--- src/rtl/rail_crossing_sequencer.sv ---
// Level-crossing sequencer for one road crossed by two tracks: round-robin train
// arbitration, timed warning/gate/clearance phases and a minimum road-green hold.
module rail_crossing_sequencer #(
  parameter int YELLOW_CYC   = 3,
  parameter int GATE_CYC     = 4,
  parameter int CLEAR_CYC    = 2,
  parameter int MIN_ROAD_CYC = 5,
  parameter int CW           = 16
) (
  input  logic       clk,
  input  logic       clr,
  input  logic [1:0] train,
  output logic [1:0] road,
  output logic [1:0] track0,
  output logic [1:0] track1,
  output logic       gate_down,
  output logic [1:0] grant
);

  typedef enum logic [2:0] {
    S_ROAD_GO     = 3'd0,
    S_ROAD_WARN   = 3'd1,
    S_GATE_LOWER  = 3'd2,
    S_TRACK_GO    = 3'd3,
    S_TRACK_CLEAR = 3'd4,
    S_GATE_RAISE  = 3'd5
  } state_e;

  localparam logic [1:0] L_RED    = 2'd0;
  localparam logic [1:0] L_YELLOW = 2'd1;
  localparam logic [1:0] L_GREEN  = 2'd2;

  localparam logic [CW-1:0] YEL_LOAD  = CW'(YELLOW_CYC - 1);
  localparam logic [CW-1:0] GATE_LOAD = CW'(GATE_CYC - 1);
  localparam logic [CW-1:0] CLR_LOAD  = CW'(CLEAR_CYC - 1);
  localparam logic [CW-1:0] ROAD_LOAD = CW'(MIN_ROAD_CYC - 1);
  localparam logic [CW-1:0] CNT_ONE   = CW'(1);
  localparam logic [CW-1:0] CNT_ZERO  = CW'(0);

  state_e        state_q, state_d;
  logic [CW-1:0] cnt_q, cnt_d;
  logic          gsel_q, gsel_d;
  logic          last_q, last_d;
  logic [1:0]    road_q, road_d;
  logic [1:0]    track0_q, track0_d;
  logic [1:0]    track1_q, track1_d;
  logic          gate_q, gate_d;
  logic [1:0]    grant_q, grant_d;
  logic          cnt_done_s;
  logic [CW-1:0] cnt_dec_s;

  assign cnt_done_s = (cnt_q == CNT_ZERO);
  assign cnt_dec_s  = cnt_done_s ? CNT_ZERO : (cnt_q - CNT_ONE);

  // Next-state, timer and arbitration logic
  always_comb begin
    state_d = state_q;
    cnt_d   = cnt_q;
    gsel_d  = gsel_q;
    last_d  = last_q;
    case (state_q)
      S_ROAD_GO: begin
        if (!cnt_done_s) begin
          cnt_d = cnt_dec_s;
        end else if (train != 2'b00) begin
          state_d = S_ROAD_WARN;
          cnt_d   = YEL_LOAD;
        end else begin
          cnt_d = CNT_ZERO;
        end
      end
      S_ROAD_WARN: begin
        if (cnt_done_s) begin
          state_d = S_GATE_LOWER;
          cnt_d   = GATE_LOAD;
        end else begin
          cnt_d = cnt_dec_s;
        end
      end
      S_GATE_LOWER: begin
        if (cnt_done_s) begin
          case (train)
            2'b01: begin
              state_d = S_TRACK_GO;
              gsel_d  = 1'b0;
            end
            2'b10: begin
              state_d = S_TRACK_GO;
              gsel_d  = 1'b1;
            end
            2'b11: begin
              state_d = S_TRACK_GO;
              gsel_d  = ~last_q;
            end
            default: begin
              state_d = S_GATE_RAISE;
              cnt_d   = GATE_LOAD;
            end
          endcase
        end else begin
          cnt_d = cnt_dec_s;
        end
      end
      S_TRACK_GO: begin
        if (!train[gsel_q]) begin
          state_d = S_TRACK_CLEAR;
          cnt_d   = CLR_LOAD;
        end else begin
          state_d = S_TRACK_GO;
        end
      end
      S_TRACK_CLEAR: begin
        if (cnt_done_s) begin
          last_d = gsel_q;
          // Waiting train on the other track is handed over with the gate kept down.
          if (train[~gsel_q]) begin
            state_d = S_TRACK_GO;
            gsel_d  = ~gsel_q;
          end else begin
            state_d = S_GATE_RAISE;
            cnt_d   = GATE_LOAD;
          end
        end else begin
          cnt_d = cnt_dec_s;
        end
      end
      S_GATE_RAISE: begin
        if (cnt_done_s) begin
          state_d = S_ROAD_GO;
          cnt_d   = ROAD_LOAD;
        end else begin
          cnt_d = cnt_dec_s;
        end
      end
      default: begin
        state_d = S_ROAD_GO;
        cnt_d   = CNT_ZERO;
        gsel_d  = 1'b0;
        last_d  = 1'b1;
      end
    endcase
  end

  // Output decode from the next state so the registered outputs track the state register
  always_comb begin
    road_d   = L_RED;
    track0_d = L_RED;
    track1_d = L_RED;
    gate_d   = 1'b0;
    grant_d  = 2'b00;
    case (state_d)
      S_ROAD_GO:    road_d = L_GREEN;
      S_ROAD_WARN:  road_d = L_YELLOW;
      S_GATE_LOWER: gate_d = 1'b1;
      S_TRACK_GO: begin
        gate_d  = 1'b1;
        grant_d = gsel_d ? 2'b10 : 2'b01;
        if (gsel_d) begin
          track1_d = L_GREEN;
        end else begin
          track0_d = L_GREEN;
        end
      end
      S_TRACK_CLEAR: begin
        gate_d  = 1'b1;
        grant_d = gsel_d ? 2'b10 : 2'b01;
        if (gsel_d) begin
          track1_d = L_YELLOW;
        end else begin
          track0_d = L_YELLOW;
        end
      end
      S_GATE_RAISE: gate_d = 1'b0;
      default:      road_d = L_GREEN;
    endcase
  end

  // State, timer and output registers with synchronous clear
  always_ff @(posedge clk) begin
    if (clr) begin
      state_q  <= S_ROAD_GO;
      cnt_q    <= CNT_ZERO;
      gsel_q   <= 1'b0;
      last_q   <= 1'b1;
      road_q   <= L_GREEN;
      track0_q <= L_RED;
      track1_q <= L_RED;
      gate_q   <= 1'b0;
      grant_q  <= 2'b00;
    end else begin
      state_q  <= state_d;
      cnt_q    <= cnt_d;
      gsel_q   <= gsel_d;
      last_q   <= last_d;
      road_q   <= road_d;
      track0_q <= track0_d;
      track1_q <= track1_d;
      gate_q   <= gate_d;
      grant_q  <= grant_d;
    end
  end

  assign road      = road_q;
  assign track0    = track0_q;
  assign track1    = track1_q;
  assign gate_down = gate_q;
  assign grant     = grant_q;

endmodule

--- config.mk ---
export PLATFORM = sky130hd
export DESIGN_NAME = rail_crossing_sequencer
export DESIGN_NICKNAME = d
export VERILOG_FILES = /design/src/rtl/rail_crossing_sequencer.sv
export SDC_FILE = /design/constraint.sdc
export NUM_CORES = 1
export LEC_CHECK = 0
export BUFFER_PORTS_ARGS = -buffer_cell sky130_fd_sc_hd__buf_4
export CORE_UTILIZATION = 60
export CTS_BUF_LIST = sky130_fd_sc_hd__clkbuf_8
export DETAILED_ROUTE_END_ITERATION = 8
export GPL_TIMING_DRIVEN = 0
export HOLD_SLACK_MARGIN = 0.06
export PLACE_DENSITY = 0.8
export SLEW_MARGIN = 20
export SYNTH_ARGS = -nofsm -noshare
export SYNTH_HDL_FRONTEND = slang
export SYNTH_SLANG_ARGS = --single-unit
--- constraint.sdc ---
create_clock -name clk -period 4.9 [get_ports clk]
set_input_delay 0.49 -clock clk [delete_from_list [all_inputs] [get_ports clk]]
set_output_delay 0.49 -clock clk [all_outputs]
set_load 0.05 [all_outputs]
## Yosys cells after proc, flatten, opt, wreduce, memory -nomap -nowiden

Index checks and enable logic that the tools add are counted.

- Equality and inequality tests: 17
- Reductions and logical operators: 12
- Add/subtract/negate cells: 1
- Bitwise operators: 4
- $lt $le $gt $ge: 2
- Multiplexer cells: 40

Operators by type and width:

| kind | number |
|---|---|
| 16-bit 2-to-1 mux | 8 |
| 16-bit case mux with 6 select lines | 1 |
| 3-bit 2-to-1 mux | 9 |
| 3-bit case mux with 6 select lines | 1 |
| 16-bit logical NOT | 1 |
| 16-bit by 1-bit subtractor with 16-bit output (second input constant) | 1 |
| 3-bit by 2-bit equality test with 1-bit output (second input constant) | 4 |
| 3-bit equality test (second input constant) | 4 |
| 2-bit case mux with 2 select lines | 3 |
| 1-bit 2-to-1 mux | 11 |
| 2-bit 2-to-1 mux | 4 |
| 4-bit OR reduction | 2 |
| 3-bit by 1-bit equality test with 1-bit output (second input constant) | 2 |
| 3-bit inequality test (second input constant) | 2 |
| 1-bit case mux with 3 select lines | 2 |
| 3-bit OR reduction | 2 |
| 5-bit OR reduction | 1 |
| 2-bit equality test (second input constant) | 2 |
| 1-bit by 2-bit < comparator with 1-bit output (second input constant) | 2 |
| 2-bit inequality test (second input constant) | 2 |
| 1-bit inverter | 4 |
| 2-bit OR reduction | 2 |
| 3-bit logical NOT | 1 |
| 3-bit AND reduction | 1 |
| 4 further kinds | 4 |

- Bits in registers: 30
- Output and inout bits: 9

## Logic depth before layout (Yosys ltp)

Gate-level depths: netlist (run 1).

- Depth in word-level cells: 10
- Depth in mapped cells: 9

## Worst setup path after synthesis (run 1)

OpenSTA, ideal clock, no wires.

- Kind: reg2reg
- Start point: register cnt_q[0]
- End point: register cnt_q[12]
- Clock period less this slack: 2.238 ns
- Path slack: 2.662 ns
- Path buffers: 0
- Cell stages (with the launch flop): 8
- Arrival: 2.172 ns
- Setup time: 0.066 ns
- Cell sequence: dfxtp_1 > inv_1 > ha_1 > or3b_1 > or2_4 > or4_4 > or3_1 > a21oi_2

- Longest elaborated chain between the ends: 3

RTL lines:

| item | line | source |
|---|---|---|
| start, declared | 41 | `logic [CW-1:0] cnt_q, cnt_d;` |
| start signal, assigned | 192 | `cnt_q <= cnt_d;` |
| 16-bit by 1-bit subtractor with 16-bit output or 16-bit logical NOT (tied branches) | 53, 52 |  |
| 16-bit 2-to-1 mux (tied with other cells) | 128 | `if (cnt_done_s) begin` |
| 16-bit case mux with 6 select lines or 3-bit AND reduction (tied branches) | -- |  |

Parallel ways exist; a longest one is shown, timed or not.
A chain may end at the register's enable or synchronous reset.

## Worst setup path in the final report (run 1)

- Start point: register cnt_q[0]
- End point: register grant_q[0], in the netlist grant[0]

- Longest elaborated chain between the ends: 7

RTL lines:

| item | line | source |
|---|---|---|
| 16-bit logical NOT (*) | 52 | `assign cnt_done_s = (cnt_q == CNT_ZERO);` |
| 3-bit 2-to-1 mux, on equally long branches | -- |  |
| 3-bit case mux with 6 select lines | 61 | `case (state_q)` |
| 3-bit equality test or 3-bit by 2-bit equality test with 1-bit output (tied branches) | 151 | `case (state_d)` |
| 2-bit OR reduction (no source line) | -- |  |
| 1-bit inverter (no source line) | -- |  |
| 2-bit OR reduction (no source line) | -- |  |
| end signal, assigned | 199 | `grant_q <= grant_d;` |
| end, declared | 48 | `logic [1:0] grant_q, grant_d;` |

Mark *: on every way between the ends. The rest lies on a longest branch, timed or not.

==> impl_metrics.py, run 1 <==
metrics = {
    "floorplanning": {
        "die-area_um2": 2943,
        "die_y_um": 54.25,
        "io_pins": 13,
        "core_area_um2": 2522,
        "die_x_um": 54.25,
        "start_util": 0.6493,
        "rows": 18,
    },
    "setup_path": {
        "cp-start-kind": "register",
        "critical_path_peak_fanout": 6,
        "worst-r2r-setup-slack_ns": 2.26,
        "r2r_end": "grant[0]$_SDFF_PP0_",
        "startpoint": "cnt_q[0]$_SDFFE_PP0P_",
        "timing.rr.start": "cnt_q[0]$_SDFFE_PP0P_",
        "worstSetupEndpointType": "register",
        "cp.arrival_ns": 2.79,
        "critPathRequiredTime_ns": 5.05,
        "reg2reg_depth": 7,
        "worstSetupPathType": "register to register",
    },
    "sta": {
        "tns_ns": 0,
        "skew_ns": 0.007654,
        "rsz0062_at_grt": "no",
        "finalCritPeriodShare": 0.5394,
        "tightest_slew_ns": 0.9108,
        "slew_headroom": 0.3877,
        "drv_slew": 0,
        "finalHoldViolCount": 0,
        "fmax_mhz": 378.3,
        "setup_viol": 0,
        "fin_crit_ns": 2.643,
    },
    "cts": {
        "cts_buffers": 5,
        "cts-root-buf": "clkbuf_8",
        "cts_tree": "done",
        "clk_latency_ns": 0.29,
        "htree_num_levels": 2,
        "cts.sink_count": 30,
        "hold_buffers": 0,
        "postCtsSetupBuffers": 0,
        "cts_resized": 0,
        "clk_transition_reported_paths_ns": 0.06,
        "cts_buffer_depth": 2,
    },
    "run": {
        "maxCapViolCount": 0,
    },
    "placement": {
        "dp.cells": 239,
        "portBuffers": 11,
        "dp_hpwl_mm": 2.724,
        "place.gp.congestion": 0.9214,
    },
    "grt": {
        "grt_max_degree": 11,
        "grt_pass1_wl_mm": 6.334,
        "overflow": 0,
        "grt_use_total": 0.3057,
        "antenna_found_initial": 0,
        "grt_pass1_vias": 1445,
    },
    "pwr": {
        "p_leak_uw": 0.0007106,
        "power.total_uw": 1405,
        "ir_drop_uv": 720.2,
        "p_per_area_nw_per_um2": 759.8,
    },
    "finish": {
        "diodes": 0,
        "fill_cells": 202,
        "final_layout_size_suffix_gt1_frac": 0.1843,
        "layout_common_cells": "dfxtp_1, a21oi_1, nand2_1, nor2_1, buf_4",
        "seq_area_um2": 600.6,
        "multi_input_area_um2": 935.9,
        "final_net_count": 221,
        "area_growth_syn_to_layout_pct": 12.91,
        "fin_cells": 247,
        "final_common_cell": "dfxtp_1",
    },
    "yosys": {
        "synth_nets": 203,
        "syn_area_per_cell_um2": 8.272,
        "postSynthCellCount": 198,
        "ys_seq_area_frac": 0.3667,
        "syn_area_um2": 1638,
        "synth_warnings": 0,
        "ys_seq_elements": 30,
        "async_reset_ff_frac": 0,
        "synth.distinct_cells": 53,
        "synth-edff-count": 0,
        "yosys_most_used_dff": "dfxtp_1",
    },
    "status": {
        "status": "completed",
    },
    "drt": {
        "remaining_drc_errors": 0,
        "wire_per_inst_um": 15.91,
        "finalWirelength_mm": 3.931,
        "routed-via-count": 1588,
        "via_per_inst": 6.429,
        "drt-initial-drc-count": 80,
        "antenna_left": 0,
        "drtPass1Iterations": 4,
    },
    "worst_hold_path": {
        "min_from": "cnt_q[1]$_SDFFE_PP0P_",
        "min_to": "cnt_q[1]$_SDFFE_PP0P_",
        "hp-class": "register to register",
        "holdPathStages": 2,
    },
}
where the power goes:
group	switching (µW)	internal (µW)
logic	478	332
registers	70.0	321
clock network	92.4	111
worst max-delay path: stages, from the launching register on:
cell and delay (ns):
dfxtp_1 0.33, inv_1 0.08, ha_1 0.27, or3b_1 0.47, nor4_4 0.40, a21oi_1 0.13
o32ai_1 0.66, a21oi_1 0.16
sequential cells by signal, indices dropped and copies added, names as in the netlist:
name / flops
cnt_q: 16
state_q: 3
grant: 2
road: 2
track0: 2
track1: 2
gate_down: 1
gsel_q: 1
last_q: 1
stage by stage:
| stage | utilization | hold slack (ns) | worst slack, ns | cell area (µm²) |
|---|---|---|---|---|
| CTS | 0.7331 | 0.4683 | 2.284 | 1849 |
| detailed placement | 0.6969 | 0.4595 | 2.317 | 1758 |
| finish | 0.7331 | 0.4643 | 2.257 | 1849 |
| global placement | 0.6969 | 0.4482 | 2.315 | 1758 |
| global route | 0.7331 | 0.4890 | 2.038 | 1849 |
| floorplan | - | 0.4371 | 2.662 | 1638 |
routing by layer:
layer	up-vias	GRT usage	share of wire
met2	58	0.4614	0.47
met1	738	0.4085	0.44
met3	11	0.06667	0.064
li1	781	-	-
met4	0	0.1496	0.019
met5	-	0	0
worst max-delay path by stage:
| stage | end | cells after the start |
|---|---|---|
| CTS | grant[0]$_SDFF_PP0_ | 7 |
| finish | grant[0]$_SDFF_PP0_ | 7 |
| floorplan | cnt_q[12]$_SDFFE_PP0P_ | 7 |
| detailed placement | grant[0]$_SDFF_PP0_ | 7 |
| global placement | gate_down$_SDFF_PP0_ | 7 |
| global route | grant[0]$_SDFF_PP0_ | 7 |
layout make-up:
cell class | count | share of cell area
clock inverters | 2 | 0.004736
plain buffers | 15 | 0.04466
repair buffers | 11 | 0.04466
inverters | 5 | 0.01015
well taps | 30 | 0.02030
clock buffers | 6 | 0.04466
flip-flops and latches | 30 | 0.3248
multi-input cells | 148 | 0.5061
cell usage after synthesis, types with 2 or more instances:
cell type,instances,area share
inv_1,5,0.011
or4_1,4,0.018
o211ai_1,4,0.018
a21boi_0,2,0.0092
nand2_1,16,0.037
buf_2,3,0.0092
o41ai_1,2,0.011
dfxtp_1,30,0.37
or4_4,4,0.027
nand2b_1,2,0.0076
o32ai_1,2,0.011
clkbuf_1,8,0.018
nor2b_1,2,0.0076
nor3_1,5,0.015
or3_1,10,0.038
or3_2,2,0.0092
o31ai_1,6,0.027
buf_4,2,0.0092
nand3b_1,2,0.0092
o21ai_0,11,0.034
buf_6,2,0.014
a21oi_1,27,0.083
nor2_1,13,0.030
nor4_1,4,0.015
a31oi_1,2,0.0076
cell families after synthesis:
| kind of cell | synth area share |
|---|---|
| buffers and inverters | 0.06187 |
| AO/OA/AOI/OAI | 0.2491 |
| adder cells (fa/ha/maj) | 0.007638 |
| AND/OR/NAND/NOR | 0.3018 |
| flip-flops | 0.3667 |
| multiplexers | 0.01299 |
No activity file was read; power rests on OpenSTA's default activity.
==> inputs of run 2 (changes only) <==
--- a/config.mk
+++ b/config.mk
@@ -6,12 +6,12 @@
 export NUM_CORES = 1
 export LEC_CHECK = 0
 export BUFFER_PORTS_ARGS = -buffer_cell sky130_fd_sc_hd__buf_4
-export CORE_UTILIZATION = 60
+export CORE_UTILIZATION = 55
 export CTS_BUF_LIST = sky130_fd_sc_hd__clkbuf_8
 export DETAILED_ROUTE_END_ITERATION = 8
 export GPL_TIMING_DRIVEN = 0
 export HOLD_SLACK_MARGIN = 0.06
-export PLACE_DENSITY = 0.8
+export PLACE_DENSITY = 0.77
 export SLEW_MARGIN = 20
 export SYNTH_ARGS = -nofsm -noshare
 export SYNTH_HDL_FRONTEND = slang
==> constraint.sdc (replaced) <==
create_clock -name clk -period 2.4 [get_ports clk]
set_input_delay 0.24 -clock clk [delete_from_list [all_inputs] [get_ports clk]]
set_output_delay 0.24 -clock clk [all_outputs]
set_load 0.05 [all_outputs]
==> impl_metrics.py, run 2 (synthesis results as in run 1) <==
metrics = {
    "status": {
        "status": "completed",
    },
    "finish": {
        "seq_area_um2": 601.8,
        "largest_register_ffs": 16,
        "final_cell_area_um2": 1986,
        "layout_common_cells": "dfxtp_1, a21oi_1, nand2_1, buf_4, nor2_1",
        "largest-register": "cnt_q",
        "multi_input_area_um2": 1022,
        "diodes": 0,
        "final_layout_size_suffix_gt1_frac": 0.2624,
        "reg_top3": "cnt_q x16, state_q x3",
        "area_growth_syn_to_layout_pct": 21.24,
        "final_core_util": 0.7139,
        "final_net_count": 225,
        "fill_cells": 224,
        "final_common_cell": "dfxtp_1",
    },
    "drt": {
        "wire_per_inst_um": 16.30,
        "finalWirelength_mm": 4.107,
        "drtPass1Iterations": 4,
        "via_per_inst": 6.504,
        "drt-initial-drc-count": 125,
        "remaining_drc_errors": 0,
        "antenna_left": 0,
        "routed-via-count": 1639,
    },
    "pwr": {
        "ir_drop_uv": 1227,
        "power.total_uw": 3108,
        "p_per_area_nw_per_um2": 1565,
        "p_leak_uw": 0.0007448,
    },
    "cts": {
        "hold_buffers": 0,
        "cts_tree": "done",
        "clk_transition_reported_paths_ns": 0.07,
        "cts.sink_count": 30,
        "cts_buffer_depth": 2,
        "cts_buffers": 5,
        "clk_latency_ns": 0.28,
        "cts-root-buf": "clkbuf_8",
        "htree_num_levels": 2,
    },
    "sta": {
        "tns_ns": 0,
        "fmax_mhz": 432.0,
        "skew_ns": 0.004939,
        "finalHoldViolCount": 0,
        "slew_headroom": 0.4581,
        "fin_crit_ns": 2.315,
        "finalCritPeriodShare": 0.9645,
        "tightest_slew_ns": 0.8061,
        "setup_viol": 0,
        "drv_slew": 0,
        "rsz0062_at_grt": "no",
    },
    "placement": {
        "portBuffers": 11,
        "place.gp.congestion": 0.9127,
        "placed_area_um2": 1759,
        "dp_hpwl_mm": 2.762,
    },
    "setup_path": {
        "worst-r2r-setup-slack_ns": 0.09,
        "worstSetupEndpointType": "register",
        "cp.depth": 8,
        "worstSetupPathType": "register to register",
        "critPathRequiredTime_ns": 2.57,
        "cp-start-kind": "register",
        "timing.rr.start": "cnt_q[0]$_SDFFE_PP0P_",
        "cpLargestDelayFamily": "simple AND/OR/NAND/NOR gates",
        "r2r_end": "road[1]$_SDFF_PP1_",
        "startpoint": "cnt_q[0]$_SDFFE_PP0P_",
        "crit_buf_inv": 2,
        "cp.arrival_ns": 2.49,
        "endpoint": "road[1]$_SDFF_PP1_",
        "reg2reg_depth": 8,
        "worst_path_largest_cell_delay_ns": 0.57,
        "crit_chain": "inv_2 -> ha_4 -> or3b_4 -> or4_4 -> o211ai_1 -> buf_4 -> nor2_1 -> a31o_1",
        "critical_path_peak_fanout": 6,
        "slowest_stage": "or4_4",
    },
    "grt": {
        "grt_use_total": 0.2660,
        "overflow": 0,
        "antenna_found_initial": 0,
        "grt_max_degree": 11,
        "grt_pass1_vias": 1434,
        "grt_pass1_wl_mm": 6.624,
    },
    "floorplanning": {
        "die_y_um": 56.57,
        "core_area_um2": 2781,
        "io_pins": 13,
        "start_util": 0.5888,
        "die-area_um2": 3200,
        "die_x_um": 56.57,
        "rows": 19,
    },
    "worst_hold_path": {
        "hp-class": "input pin to register",
    },
    "run": {
        "maxCapViolCount": 0,
    },
}
## run 2: final cells by class
class / instances / share of cell area
sequential: 30 / 0.3031
tap: 31 / 0.01953
timing repair buffer: 15 / 0.05671
inverter: 5 / 0.009452
clock buffer: 6 / 0.04159
clock inverter: 2 / 0.006301
buffer: 15 / 0.04852
multi-input combinational: 148 / 0.5148
## run 2: worst min path at each step
stage / from / end / cells past startpoint
detailed placement: cnt_q[9]$_SDFFE_PP0P_ / cnt_q[9]$_SDFFE_PP0P_ / 2
floorplan: cnt_q[9]$_SDFFE_PP0P_ / cnt_q[9]$_SDFFE_PP0P_ / 2
global route: clr / state_q[0]$_SDFF_PP0_ / 2
finish: clr / state_q[0]$_SDFF_PP0_ / 2
CTS: clr / state_q[2]$_SDFF_PP0_ / 2
global placement: cnt_q[9]$_SDFFE_PP0P_ / cnt_q[9]$_SDFFE_PP0P_ / 2
## run 2: layer usage
layer  up-vias  track usage  wire length (µm)
li1        790            -                 -
met1       778       0.3382              1773
met2        61       0.4252              2046
met3        10      0.05991               209
met4         0       0.1254                78
met5         -            0                 0
## run 2: power breakdown
group / internal [µW] / switching (µW)
clock network: 230 / 188
logic: 817 / 1070
registers: 658 / 149
## run 2: per-stage QoR
| stage | hold slack [ns] | std cells | setup slack (ns) |
|---|---|---|---|
| after detailed placement | 0.4611 | 240 | -0.2022 |
| final | 0.3400 | 252 | 0.08530 |
| after CTS | 0.3494 | 249 | 0.02218 |
| after floorplan | 0.4371 | 198 | 0.1619 |
| after global routing | 0.3885 | 252 | 0.001229 |
| after global placement | 0.4482 | 240 | -0.1780 |
## run 2: repair_timing
item                                    in CTS  in global routing
gates resized for setup                      6                 16
endpoints found under the hold margin        0                  0
pin swaps                                    2                  4
endpoints found under the setup margin      21                 20
setup buffers                                1                  3
